<file path="src/rtl/key_event_pkg.sv">
// Shared types and constants for the key event sequencer.
package key_event_pkg;

  typedef enum logic [2:0] {
    INIT,
    IDLE,
    RD_ADDR,
    RD_DATA,
    CLEAR,
    ENCODE
  } state_t;

  // Button PIO register offsets
  localparam logic [2:0] PIO_ADDR_DATA = 3'd0;
  localparam logic [2:0] PIO_ADDR_MASK = 3'd2;
  localparam logic [2:0] PIO_ADDR_EDGE = 3'd3;

  // CPU-facing slave register offsets
  localparam logic [1:0] REG_DATA   = 2'd0;
  localparam logic [1:0] REG_STATUS = 2'd1;
  localparam logic [1:0] REG_CTRL   = 2'd2;

  localparam int OVF_BIT = 31;

  // Index of the lowest set bit; 0 when nothing is set.
  function automatic logic [3:0] lowest_set(input logic [15:0] v);
    lowest_set = 4'd0;
    for (int i = 15; i >= 0; i--) begin
      if (v[i]) lowest_set = 4'(i);
    end
  endfunction

endpackage

</file>
<file path="src/rtl/key_event_fifo.sv">
// Synchronous FIFO with occupancy count and a sticky overflow flag.
// A pop frees the head slot in the same cycle, so push+pop when full succeeds.
module key_event_fifo #(
  parameter int WIDTH = 4,
  parameter int DEPTH = 8
) (
  input  logic                       clk,
  input  logic                       reset_n,
  input  logic                       push,
  input  logic [WIDTH-1:0]           push_data,
  input  logic                       pop,
  input  logic                       ovf_clear,
  output logic [WIDTH-1:0]           pop_data,
  output logic                       full,
  output logic                       empty,
  output logic [$clog2(DEPTH):0]     count,
  output logic                       overflow
);

  localparam int AW = $clog2(DEPTH);
  localparam int CW = AW + 1;

  logic [WIDTH-1:0] mem [DEPTH];
  logic [AW-1:0]    wr_ptr;
  logic [AW-1:0]    rd_ptr;
  logic             do_push;
  logic             do_pop;

  assign empty    = (count == '0);
  assign full     = (count == CW'(DEPTH));
  assign do_pop   = pop & ~empty;
  assign do_push  = push & (~full | do_pop);
  assign pop_data = mem[rd_ptr];

  // Storage write port.
  // NOTE: the array has no reset; valid entries are tracked by the pointers and count.
  always_ff @(posedge clk) begin
    if (do_push) mem[wr_ptr] <= push_data;
  end

  // Pointers, occupancy and sticky overflow; pointers wrap naturally at DEPTH.
  always_ff @(posedge clk or negedge reset_n) begin
    if (!reset_n) begin
      wr_ptr   <= '0;
      rd_ptr   <= '0;
      count    <= '0;
      overflow <= 1'b0;
    end else begin
      if (do_push) wr_ptr <= wr_ptr + 1'b1;
      if (do_pop)  rd_ptr <= rd_ptr + 1'b1;
      case ({do_push, do_pop})
        2'b10:   count <= count + 1'b1;
        2'b01:   count <= count - 1'b1;
        default: count <= count;
      endcase
      // A dropped push sets the flag even if software clears it in the same cycle.
      if (push && !do_push) overflow <= 1'b1;
      else if (ovf_clear)   overflow <= 1'b0;
    end
  end

endmodule

</file>
<file path="src/rtl/key_event_sequencer.sv">
// Avalon-MM master that services an edge-capture button PIO and queues the
// resulting key codes for the CPU behind a small slave register file.
module key_event_sequencer
  import key_event_pkg::*;
#(
  parameter int          NUM_KEYS   = 6,
  parameter int          FIFO_DEPTH = 8,
  parameter logic [15:0] MASK_INIT  = 16'h003F
) (
  input  logic        clk,
  input  logic        reset_n,
  output logic [2:0]  m_address,
  output logic        m_chipselect,
  output logic        m_write_n,
  output logic [31:0] m_writedata,
  input  logic [31:0] m_readdata,
  input  logic        pio_irq,
  input  logic [1:0]  s_address,
  input  logic        s_chipselect,
  input  logic        s_read_n,
  input  logic        s_write_n,
  input  logic [31:0] s_writedata,
  output logic [31:0] s_readdata,
  output logic        irq
);

  localparam int CW = $clog2(FIFO_DEPTH) + 1;

  state_t              state;
  state_t              next_state;
  logic [NUM_KEYS-1:0] pend;
  logic [NUM_KEYS-1:0] pend_rest;
  logic [NUM_KEYS-1:0] rd_pend;
  logic [3:0]          code;

  logic [2:0]          addr_d;
  logic                cs_d;
  logic                wn_d;
  logic [31:0]         wd_d;

  logic                rd_req;
  logic                wr_req;
  logic                fifo_pop;
  logic                ovf_clear;
  logic [3:0]          fifo_head;
  logic                fifo_full;
  logic                fifo_empty;
  logic [CW-1:0]       fifo_count;
  logic                overflow;
  logic                irq_en;
  logic                unused_ok;

  assign rd_pend   = m_readdata[NUM_KEYS-1:0];
  assign pend_rest = pend & (pend - 1'b1);
  assign code      = lowest_set(16'(pend));
  assign unused_ok = ^{m_readdata[31:NUM_KEYS], s_writedata[30:1], fifo_full};

  // FSM state register.
  // NOTE: sequential state uses non-blocking assignments so every flop samples pre-edge values.
  always_ff @(posedge clk or negedge reset_n) begin
    if (!reset_n) state <= INIT;
    else          state <= next_state;
  end

  // FSM next-state logic.
  // INIT waits until its mask write is actually on the bus, because the bus
  // outputs are registered and still hold their reset values on the first cycle.
  always_comb begin
    // NOTE: default first so no path through the case leaves next_state unassigned (no latch).
    next_state = state;
    case (state)
      INIT:    if (m_chipselect && !m_write_n) next_state = IDLE;
      IDLE:    if (pio_irq) next_state = RD_ADDR;
      RD_ADDR: next_state = RD_DATA;
      RD_DATA: next_state = (rd_pend == '0) ? IDLE : CLEAR;
      CLEAR:   next_state = ENCODE;
      ENCODE:  if (pend_rest == '0) next_state = IDLE;
      default: next_state = INIT;
    endcase
  end

  // Bus command for the state being entered; registered below so it lines up with that state.
  always_comb begin
    addr_d = PIO_ADDR_EDGE;
    cs_d   = 1'b0;
    wn_d   = 1'b1;
    wd_d   = '0;
    case (next_state)
      INIT: begin
        addr_d = PIO_ADDR_MASK;
        cs_d   = 1'b1;
        wn_d   = 1'b0;
        wd_d   = 32'(MASK_INIT[NUM_KEYS-1:0]);
      end
      RD_ADDR: cs_d = 1'b1;
      CLEAR: begin
        // Write back exactly the bits just read; later edges stay pending in the PIO.
        cs_d = 1'b1;
        wn_d = 1'b0;
        wd_d = 32'(rd_pend);
      end
      default: ;
    endcase
  end

  // Registered master outputs.
  always_ff @(posedge clk or negedge reset_n) begin
    if (!reset_n) begin
      m_address    <= '0;
      m_chipselect <= 1'b0;
      m_write_n    <= 1'b1;
      m_writedata  <= '0;
    end else begin
      m_address    <= addr_d;
      m_chipselect <= cs_d;
      m_write_n    <= wn_d;
      m_writedata  <= wd_d;
    end
  end

  // Latched capture bits: loaded in RD_DATA, consumed lowest-first in ENCODE.
  always_ff @(posedge clk or negedge reset_n) begin
    if (!reset_n) begin
      pend <= '0;
    end else begin
      case (state)
        RD_DATA: pend <= rd_pend;
        ENCODE:  pend <= pend_rest;
        default: pend <= pend;
      endcase
    end
  end

  assign rd_req    = s_chipselect & ~s_read_n;
  assign wr_req    = s_chipselect & ~s_write_n;
  assign fifo_pop  = rd_req && (s_address == REG_DATA);
  assign ovf_clear = wr_req && (s_address == REG_STATUS) && s_writedata[OVF_BIT];

  key_event_fifo #(
    .WIDTH (4),
    .DEPTH (FIFO_DEPTH)
  ) u_fifo (
    .clk       (clk),
    .reset_n   (reset_n),
    .push      (state == ENCODE),
    .push_data (code),
    .pop       (fifo_pop),
    .ovf_clear (ovf_clear),
    .pop_data  (fifo_head),
    .full      (fifo_full),
    .empty     (fifo_empty),
    .count     (fifo_count),
    .overflow  (overflow)
  );

  // Slave read data, control register and CPU interrupt.
  always_ff @(posedge clk or negedge reset_n) begin
    if (!reset_n) begin
      s_readdata <= '0;
      irq_en     <= 1'b0;
      irq        <= 1'b0;
    end else begin
      if (rd_req) begin
        case (s_address)
          REG_DATA:   s_readdata <= fifo_empty ? 32'h0 : {1'b1, 27'b0, fifo_head};
          REG_STATUS: s_readdata <= {overflow, 15'b0, 16'(fifo_count)};
          REG_CTRL:   s_readdata <= {31'b0, irq_en};
          default:    s_readdata <= '0;
        endcase
      end
      if (wr_req && (s_address == REG_CTRL)) irq_en <= s_writedata[0];
      irq <= irq_en && (fifo_count != '0);
    end
  end

endmodule
</file>
<file path="config.mk">
export PLATFORM = sky130hd
export DESIGN_NAME = key_event_sequencer
export DESIGN_NICKNAME = d
export VERILOG_FILES = /design/src/rtl/key_event_pkg.sv /design/src/rtl/key_event_fifo.sv /design/src/rtl/key_event_sequencer.sv
export SDC_FILE = /design/constraint.sdc
export NUM_CORES = 1
export LEC_CHECK = 0
export CORE_MARGIN = 2
export CORE_UTILIZATION = 40
export CTS_BUF_LIST = sky130_fd_sc_hd__clkbuf_16
export CTS_CLUSTER_DIAMETER = 40
export CTS_CLUSTER_SIZE = 24
export DETAILED_ROUTE_END_ITERATION = 10
export PLACE_DENSITY_LB_ADDON = 0.08
export SKIP_CTS_REPAIR_TIMING = 1
export SLEW_MARGIN = 10
export SYNTH_ARGS = -nofsm -noshare
export SYNTH_HDL_FRONTEND = slang
export SYNTH_HIERARCHICAL = 1
export SYNTH_SLANG_ARGS = --single-unit
</file>
<file path="constraint.sdc">
create_clock -name clk -period 2.44 [get_ports clk]
set_input_delay 0.366 -clock clk [delete_from_list [all_inputs] [get_ports clk]]
set_output_delay 0.366 -clock clk [all_outputs]
set_load 0.01 [all_outputs]
</file>
* Word level (Yosys, flattened, before mapping)
Memories as Yosys holds them, arrays and structs flattened.
Cells that the tools add are included.
** Cells by class
- $add $sub $neg :: 5
- Eq/ne operators :: 12
- Mux-type cells :: 23
- Bitwise logic cells :: 10
- Reduce and logical (&&, ||, !) cells :: 21
** Operators with widths (count)
- 32-bit case mux with 3 select lines :: 1
- 32-bit 2-to-1 mux :: 1
- 3-bit 2-to-1 mux :: 9
- 6-bit case mux with 2 select lines :: 2
- 3-bit case mux with 6 select lines :: 1
- 6-bit zero test :: 2
- 3-bit by 2-bit == test with 1-bit output, second input constant :: 3
- 3-bit == test, second input constant :: 3
- 4-bit case mux with 2 select lines :: 1
- 1-bit logical AND :: 7
- 1-bit 2-to-1 mux :: 7
- 3-bit by 1-bit adder with 3-bit output, second input constant :: 2
- 6-bit bitwise AND :: 1
- 3-bit zero test :: 2
- 2-bit nonzero test :: 3
- 6-bit by 1-bit subtractor with 6-bit output, second input constant :: 1
- 4-bit by 1-bit adder with 4-bit output, second input constant :: 1
- 1-bit bitwise AND :: 4
- 2-bit by 1-bit == test with 1-bit output, second input constant :: 2
- 2-bit == test, second input constant :: 2
- 4-bit == test, second input constant :: 1
- 4-bit zero test :: 1
- 4-bit 2-to-1 mux :: 1
- 1-bit NOT :: 4
- 8 further kinds :: 9
** Word-level totals
- Register bits :: 91
- Memory bits (writable) :: 32
- Input port bits :: 72
- Word-level logic and storage cells :: 85
- Memories kept :: 1
** Memories
- u_fifo.mem :: words 8, width 4, rd ports 1, clocked after Yosys merged registers in 0, wr ports 1, RTL line key_event_fifo.sv:23 : logic [WIDTH-1:0] mem [DEPTH];

* Depth between registers and ports, before layout
Gate-level depths: netlist of run 1.
- Word-level depth :: 9
- Gate-level depth with buffers :: 11
- Gate-level depth less buffers :: 10

* Modules after synthesis
Netlist of run 1, hierarchy kept.
** By module, submodules not included
- key_event_fifo :: times used 1, cells each 119, area an instance 1906.8 µm²
- key_event_sequencer :: times used 1, cells each 184, area an instance 1715.4 µm²

* Least setup slack after synthesis of run 1
OpenSTA, ideal clock, no wires.
- Kind :: input -> register
- Start :: input port s_read_n
- End :: register u_fifo.count[3]
- Library setup time :: 0.091 ns
- Arrival time :: 2.809 ns
- Required time :: 2.349 ns
- Path slack :: -0.460 ns
- Stages :: 10
- Path buffers :: 0
- Cells stage by stage :: nand2b_1 -> nor3_1 -> o21ai_2 -> or2_2 -> inv_1 -> ha_1 -> or2_2 -> and2_1 -> a221o_1 -> o221ai_1
** On the way
- Cells in the longest elaborated chain, start to end :: 8
- Elaborated cells between the ends (all ways) :: 10
** RTL lines
- start: declaration :: RTL line key_event_sequencer.sv:20 : input logic s_read_n,
- 1-bit NOT * :: RTL line key_event_sequencer.sv:134 : assign rd_req = s_chipselect & ~s_read_n;
- 1-bit bitwise AND * :: RTL line key_event_sequencer.sv:134
- 1-bit logical AND * :: RTL line key_event_sequencer.sv:136 : assign fifo_pop = rd_req && (s_address == REG_DATA);
- named net fifo_pop :: RTL line key_event_sequencer.sv:43 : logic fifo_pop;
- 1-bit bitwise AND * :: RTL line key_event_fifo.sv:31 : assign do_pop = pop & ~empty;
- 1-bit bitwise OR :: RTL line key_event_fifo.sv:32 : assign do_push = push & (~full | do_pop);
- 1-bit bitwise AND :: RTL line key_event_fifo.sv:32
- 2-bit by 1-bit == test with 1-bit output or 2-bit == test (tied branches) :: RTL line key_event_fifo.sv:51 : case ({do_push, do_pop})
- 4-bit case mux with 2 select lines or 2-bit nonzero test (tied branches)
- end signal: assignment :: RTL line key_event_fifo.sv:52 : 2'b10: count <= count + 1'b1;
- end signal: assignment :: RTL line key_event_fifo.sv:53 : 2'b01: count <= count - 1'b1;
- end signal: assignment :: RTL line key_event_fifo.sv:54 : default: count <= count;
- end: declaration :: RTL line key_event_fifo.sv:16 : output logic [$clog2(DEPTH):0] count,
Mark *: on every way through the listed nets, which the timed path passes. The rest lies on a longest branch.
A chain may end at the register's enable or synchronous reset.

* Worst setup path after layout of run 1
Same ends and word-level chain as after synthesis.

==> results of run 1 <==
## area by class of cell
type,instances,area [µm²],area share [%]
clock inverter,7,97.6,2.22
timing repair buffer,61,533,12.1
tap,108,135,3.07
inverter,10,37.5,0.854
clock buffer,9,225,5.12
multi-input combinational,218,1480,33.7
sequential,69,1890,42.9
## how the worst max path moves through the flow
| stage | endpoint | slack, ns | cells past startpoint |
|---|---|---|---|
| floorplan | u_fifo/count[3] | 0.02 | 10 |
| global placement | u_fifo/count[3] | -0.34 | 11 |
| detailed placement | u_fifo/count[3] | -0.36 | 11 |
| CTS | u_fifo/count[3] | -0.03 | 11 |
| global route | u_fifo/count[3] | 0.01 | 11 |
| finish | u_fifo/count[3] | 0.13 | 11 |
## routing by layer
metal  GRT usage, %  up-vias  wire length, µm
met4           5.06        0               44
met2           21.2       50             3180
li1               -     1093                -
met5              0        -                0
met3           4.22        4              306
met1           21.5     1089             3230
## worst max-delay path: stages
cell,delay [ns]
clkdlybuf4s50_1,0.40
nand2b_4,0.15
nor3_4,0.18
o21ai_4,0.09
or2_4,0.25
inv_2,0.06
ha_1,0.21
a211o_1,0.28
and2_4,0.15
a221o_1,0.31
o221ai_1,0.08
## per-stage QoR
stage | utilization [%] | TNS, ns | power (mW) | setup WS, ns | hold WS [ns]
finish | 50.2 | 0 | 5.11 | 0.131 | 0.133
global route | 50.2 | 0 | 5.49 | 0.0112 | 0.203
CTS | 49.9 | -0.0315 | 5.15 | -0.0315 | 0.175
detailed placement | 46.2 | -1.20 | 3.74 | -0.357 | 0.478
global placement | 46.2 | -1.49 | 3.73 | -0.344 | 0.463
floorplan | - | 0 | 3.17 | 0.0214 | 0.0704
## kinds of logic after synthesis
group	count (synthesis)
buffers and inverters	77
muxes	20
adders and majority gates	5
and+or+nand+nor	68
xor gates and xnor gates	6
AOI/OAI and AO/OA	56
other	2
DFF	69
## state kept, by name, summed over array words and instances, names as in the netlist, 3 cells and up
signal,count
state,3
pend,6
u_fifo/rd_ptr,3
m_writedata,6
u_fifo/wr_ptr,3
s_readdata,5
u_fifo/mem,32
u_fifo/count,4
## cell usage after synthesis, drive strengths merged, types with 2 or more instances
master | count | area share, %
mux4 | 8 | 5.0
conb | 2 | 0.21
mux2 | 10 | 3.2
o311ai | 2 | 0.48
buf | 65 | 13
dfrtp | 36 | 25
o21a | 8 | 1.7
a22oi | 5 | 1.0
nor4 | 2 | 0.76
edfxtp | 32 | 27
xnor2 | 4 | 0.97
a21oi | 10 | 1.7
nand2b | 8 | 1.4
or3 | 2 | 0.35
o21ai | 14 | 2.0
xor2 | 2 | 0.48
o22ai | 3 | 0.69
nand2 | 18 | 1.9
a21o | 2 | 0.41
or2 | 3 | 0.52
mux2i | 2 | 0.55
nor2b | 2 | 0.35
nand3b | 3 | 0.62
nor3 | 5 | 0.69
ha | 4 | 1.4
nor2 | 19 | 2.0
a2111oi | 2 | 0.48
clkbuf | 2 | 0.21
inv | 10 | 1.0
## power by group through the flow
stage / Combinational, mW / Clock (mW) / Sequential (mW)
2_1_floorplan: 1.37 / 0 / 1.80
3_3_place_gp: 1.85 / 0 / 1.88
3_5_place_dp: 1.86 / 0 / 1.89
4_1_cts: 1.87 / 1.42 / 1.86
5_1_grt: 2.08 / 1.50 / 1.92
6_report: 1.86 / 1.39 / 1.86
==> impl_results.md, run 1 <==
* Type of the tightest min-delay check: input port to async pin
* Net switching power figure at 1.68 mW
* CP Capture Type: register
* Area grow syn2layout at 21.4%
* Critical path class: input port to register
* Endpoints failing setup at 0
* Clock tree from TritonCTS: done
* Clk network pwr share at 27.2%
* Max Cap Viol at 0
* Pint at between 3 and 4 mW
* Remaining number of nets flagged by the antenna check after routing at 0
* Vias in the first global route at 2144
* Hold violation total from the final report at 0
* Cell count after synthesis at 303
* Largest family of logic cells by synthesized area: buffers and inverters
* Category of the worst setup path launch point: input port
* Largest net degree at the start of global routing at 38
* Layout Nets at between 400 and 500
* Slew headroom at 44.1%
* Distinct cells, synth at 55
* Wire length per cell after detailed routing at 14.0 µm
* Average cell area after synthesis at 12.0 µm²
* Most common library cell in the layout ignoring fill and taps: conb_1
* Number of ports placed on the die boundary at 142
* Result of the run: finished clean
* Leak Pwr at 1.86 nW
* Cell row count at 34
* Worst EP required at between 2 and 3 ns
* Detailed-route wire length at roughly 6800 µm
* Ratio of final minimum period to clock period at a little over nine tenths
* Synthesized-area fraction occupied by and/or/nand/nor cells at 9.74%
* Skew-Pair Late Insertion Delay at 0.33 ns
* DRC errors left at 0
* Half-perimeter wire length after placement at roughly 5000 µm
* Peak supply drop at 605 µV
* Count of synthesis-stage warnings from yosys at 6
* Multiplexer fraction of the synthesized cell area at 8.74%
* Core area at 8760 µm²
* Switching portion of total power at 32.9%
* Post-synth EDFFs at 32
* Count of filler cells inserted in the layout at 810
* Register area share after synthesis at between 50% and 60%
* Die Y-Extent at just under 100 µm
* Routability Congestion at around 0.75
* Post-Synth Adder-Cell Area at slightly below 2%
* Antenna Cells at 0
* Top library cells by usage in the layout, fill and taps aside: 63 x conb_1, 36 x dfrtp_1, 32 x edfxtp_1
* DR vias/cell at between 4 and 5
* Critical path origin: s_read_n
* Complex-gate fraction of the synthesized area at 11.3%
* Register-to-register setup slack at 0.14 ns
* Share of power burned in registers at 36.4%
* Post-synthesis xor/xnor area fraction at 1.45%
* Post-route minimum period at 2.31 ns
* Post-route cell area at approximately 4400 µm²
* Beginning of the worst register-to-register path: u_fifo/count[1]
* Clk slew on worst S/H paths at 0.06 ns
* Global-route congestion overflow total at 0
* Number of detailed-routing iterations run before antenna repair at 4
* Total global routing track utilization at between 10% and 20%
* Proportion of power drawn by combinational gates at around 36%
* Cell Area, Placed at about 4000 µm²
* Post-synth design cell area at 3620 µm²
* Number of buffers inserted during clock tree synthesis at 9
* Share of flip-flops with an asynchronous set or reset after synthesis at 53.6%
* Placed insts at about 460
* Number of register bits inferred by synthesis at 69
* Depth of the worst register-to-register path at 9
* Max-slew violations at 0
* H-tree depth at 3
* RSZ-0062 raised after global routing: false
* Die footprint at about 9800 µm²
* Share of cells above drive strength 1 at 21.1%
* Number of buffer cells added on primary ports at 31
* Endpoint of the most critical register-to-register path: u_fifo/count[3]
* Initial core utilization at around two fifths
* Crit-path max FO at 3
* Maximum clock frequency at about 430 MHz
* Worst slew pin tran at 0.839 ns
* CTS root buf: clkbuf_16
* Vias post-DR at 2236
* First-pass GRT wire length at ~11000 µm
* Worst-case clock buffer depth at 2
* CTS sink cnt at 69
* Most frequently used flop master after synthesis: dfrtp_1
* Non-Filler Instances at 482
* Clock tree skew after final layout at 0.00753 ns
* CP Data Arrival Time at roughly 2.5 ns
* Number of antenna violations at the first check in global routing at 0
* X dimension of the die at 99.2 µm
* Pwr per Cell Area at ~1200 nW/µm²
* Drt first-iter violations at 97
(Power assumes the default switching activity.)
==> run 2: changes to the inputs <==
--- a/config.mk
+++ b/config.mk
@@ -11,7 +11,7 @@
 export CTS_CLUSTER_DIAMETER = 40
 export CTS_CLUSTER_SIZE = 24
 export DETAILED_ROUTE_END_ITERATION = 10
-export PLACE_DENSITY_LB_ADDON = 0.08
+export PLACE_DENSITY = 0.84
 export SKIP_CTS_REPAIR_TIMING = 1
 export SLEW_MARGIN = 10
 export SYNTH_ARGS = -nofsm -noshare
==> run 2 against run 1 <==
Effect of this change:
- clock skew is 0.0032 ns higher
- clock-buffer cell count did not move
- critical path depth decreased by 1
- via count rose by 4.7%
- clock power is 17% lower
- worst setup slack worse by 0.085 ns
- global-route usage about the same
- first-iteration DRC count shrank 12%
- combinational power about the same
- sequential power rose by 2%
- critical path type unchanged
- critical endpoint unchanged
==> impl_results.md, run 2 (synthesis gave the netlist of run 1 again) <==
* Result of the run: finished clean
* Remaining number of nets flagged by the antenna check after routing at 0
* Layout Nets at ~440
* Largest registers: u_fifo/mem: 32 flops, m_writedata: 6 flops, pend: 6 flops
* Post-route cell area at 4320 µm²
* Crit-path max FO at 3
* Top library cells by usage in the layout, fill and taps aside: 63 x conb_1, 36 x dfrtp_1, 32 x edfxtp_1
* Cell Area, Placed at 4030 µm²
* Worst-case clock buffer depth at 2
* DR vias/cell at 4.89
* First-pass GRT wire length at 11400 µm
* CP Data Arrival Time at 2.64 ns
* CTS root buf: clkbuf_16
* X dimension of the die at 99.2 µm
* Category of the worst setup path launch point: input port
* H-tree depth at 3
* Peak supply drop at 721 µV
* Number of ports placed on the die boundary at between 100 and 150
* Antenna Cells at 0
* Most common library cell in the layout ignoring fill and taps: conb_1
* Cell row count at 34
* Drt first-iter violations at 85
* Critical Path Max Stage Delay at 0.47 ns
* Post-route minimum period at 2.39 ns
* Area grow syn2layout at 19.1%
* CP Capture Type: register
* Half-perimeter wire length after placement at 5100 µm
* Non-Filler Instances at 479
* Worst EP required at between 2 and 3 ns
* Library cell contributing the largest single delay on the critical path: clkdlybuf4s50_1
* Share of cells above drive strength 1 at 20.2%
* Type of the tightest min-delay check: input port to async pin
* Critical path class: input port to register
* Die Y-Extent at 99.2 µm
* Vias post-DR at 2341
* Largest net degree at the start of global routing at 38
* Routability Congestion at 0.785
* Worst slew pin tran at 0.838 ns
* Total power of the final layout at 4.89 mW
* Final sum of negative setup slack at 0 ns
* Initial core utilization at around 41%
* Pwr per Cell Area at 1130 nW/µm²
* Total global routing track utilization at roughly 15%
* Number of buffer cells added on primary ports at 31
* Register with the most flip-flops: u_fifo/mem
* Number of antenna violations at the first check in global routing at 0
* Vias in the first global route at approximately 2400
* Skew-Pair Late Insertion Delay at 0.33 ns
* DRC errors left at 0
* Hold violation total from the final report at 0
* Worst setup slack before clock tree synthesis at -0.408 ns
* Core area at 8760 µm²
* Ratio of final minimum period to clock period at 98.1%
* Die footprint at 9830 µm²
* Maximum clock frequency at 418 MHz
* Post-route worst setup slack at 0.0455 ns
* Flip-flop count of the largest register after layout at 32
* Number of detailed-routing iterations run before antenna repair at 5
* Clock tree from TritonCTS: done
* Clk slew on worst S/H paths at 0.05 ns
* Max Cap Viol at 0
* Slew headroom at 44.1%
* Max-slew violations at 0
* Largest delay share family, worst path: compound AO/OA/AOI/OAI gates
* Placed insts at 461
* CTS sink cnt at 69
* Detailed-route wire length at 7120 µm
* Wire length per cell after detailed routing at ~15 µm
* Cell chain of the critical path: clkdlybuf4s50_1 -> nor3_4 -> o21ai_4 -> or2_4 -> inv_2 -> ha_1 -> a211o_1 -> and2_4 -> a221o_1 -> o221ai_1
* Endpoints failing setup at 0
* Clock tree skew after final layout at between 0.01 and 0.015 ns
* Number of buffers inserted during clock tree synthesis at 9
* Leak Pwr at 1.83 nW
* Crit path buffers/inverters at 2
* Global-route congestion overflow total at 0
-- run 2: changes by cell type in the layout (fill, tap and decap cells not counted) --
cell,previous run,this run
clkdlybuf4s50_1,29,28
or3_1,1,2
clkinvlp_4,1,2
inv_2,1,2
bufinv_16,2,0
clkinv_2,0,2
dlymetal6s2s_1,1,2
clkinv_4,2,0
buf_4,30,27
or3_4,1,0
-- run 2: worst paths after layout --
kind                                      start          endpoint  slack, ns  cells after the start
worst max register to register  u_fifo/count[1]   u_fifo/count[3]       0.07                      9
worst max-delay path               s_address[1]   u_fifo/count[3]       0.05                     10
worst min-delay path                    reset_n    m_writedata[1]       0.14                      1
min in group clk                  s_readdata[1]     s_readdata[1]       0.49                      2
worst min register to register    s_readdata[1]     s_readdata[1]       0.49                      2
max in group asynchronous               reset_n  u_fifo/rd_ptr[0]       1.77                      1
-- run 2: through the flow --
stage | hold slack (ns) | util (%)
finish | 0.141 | 49.2
global route | 0.217 | 49.2
CTS | 0.155 | 49.0
detailed placement | 0.483 | 45.9
global placement | 0.464 | 45.9
floorplan | 0.0704 | -
-- run 2: routing by layer --
metal  global-route usage (%)  vias to the layer above  part of all wire, %
met3                     4.57                        8                  4.4
met1                     16.7                     1174                   39
met2                     26.6                       74                   55
li1                         -                     1085                    -
met4                     4.53                        0                 0.95
met5                        0                        -                    0
-- run 2: worst reg2reg max path, delay by kind of cell, from the launching register on --
kind | cells | cell delay (ns)
AO/OA/AOI/OAI | 4 | 0.86
adder cells (fa/ha/maj) | 1 | 0.27
buffers and inverters | 1 | 0.04
flip-flops | 1 | 0.37
AND/OR/NAND/NOR | 3 | 0.74
-- run 2: where the power goes --
part	switching, mW	internal, mW
Combinational	0.909	0.936
Clock	0.471	0.679
Sequential	0.319	1.58
Total	1.70	3.19
-- run 2: layout make-up --
type,instances,area (µm²)
multi-input cells,218,1480
inverters,10,37.5
clock buffers,9,225
fillers,779,4450
clock inverters,7,41.3
well taps,108,135
flip-flops and latches,69,1890
repair buffers,58,513
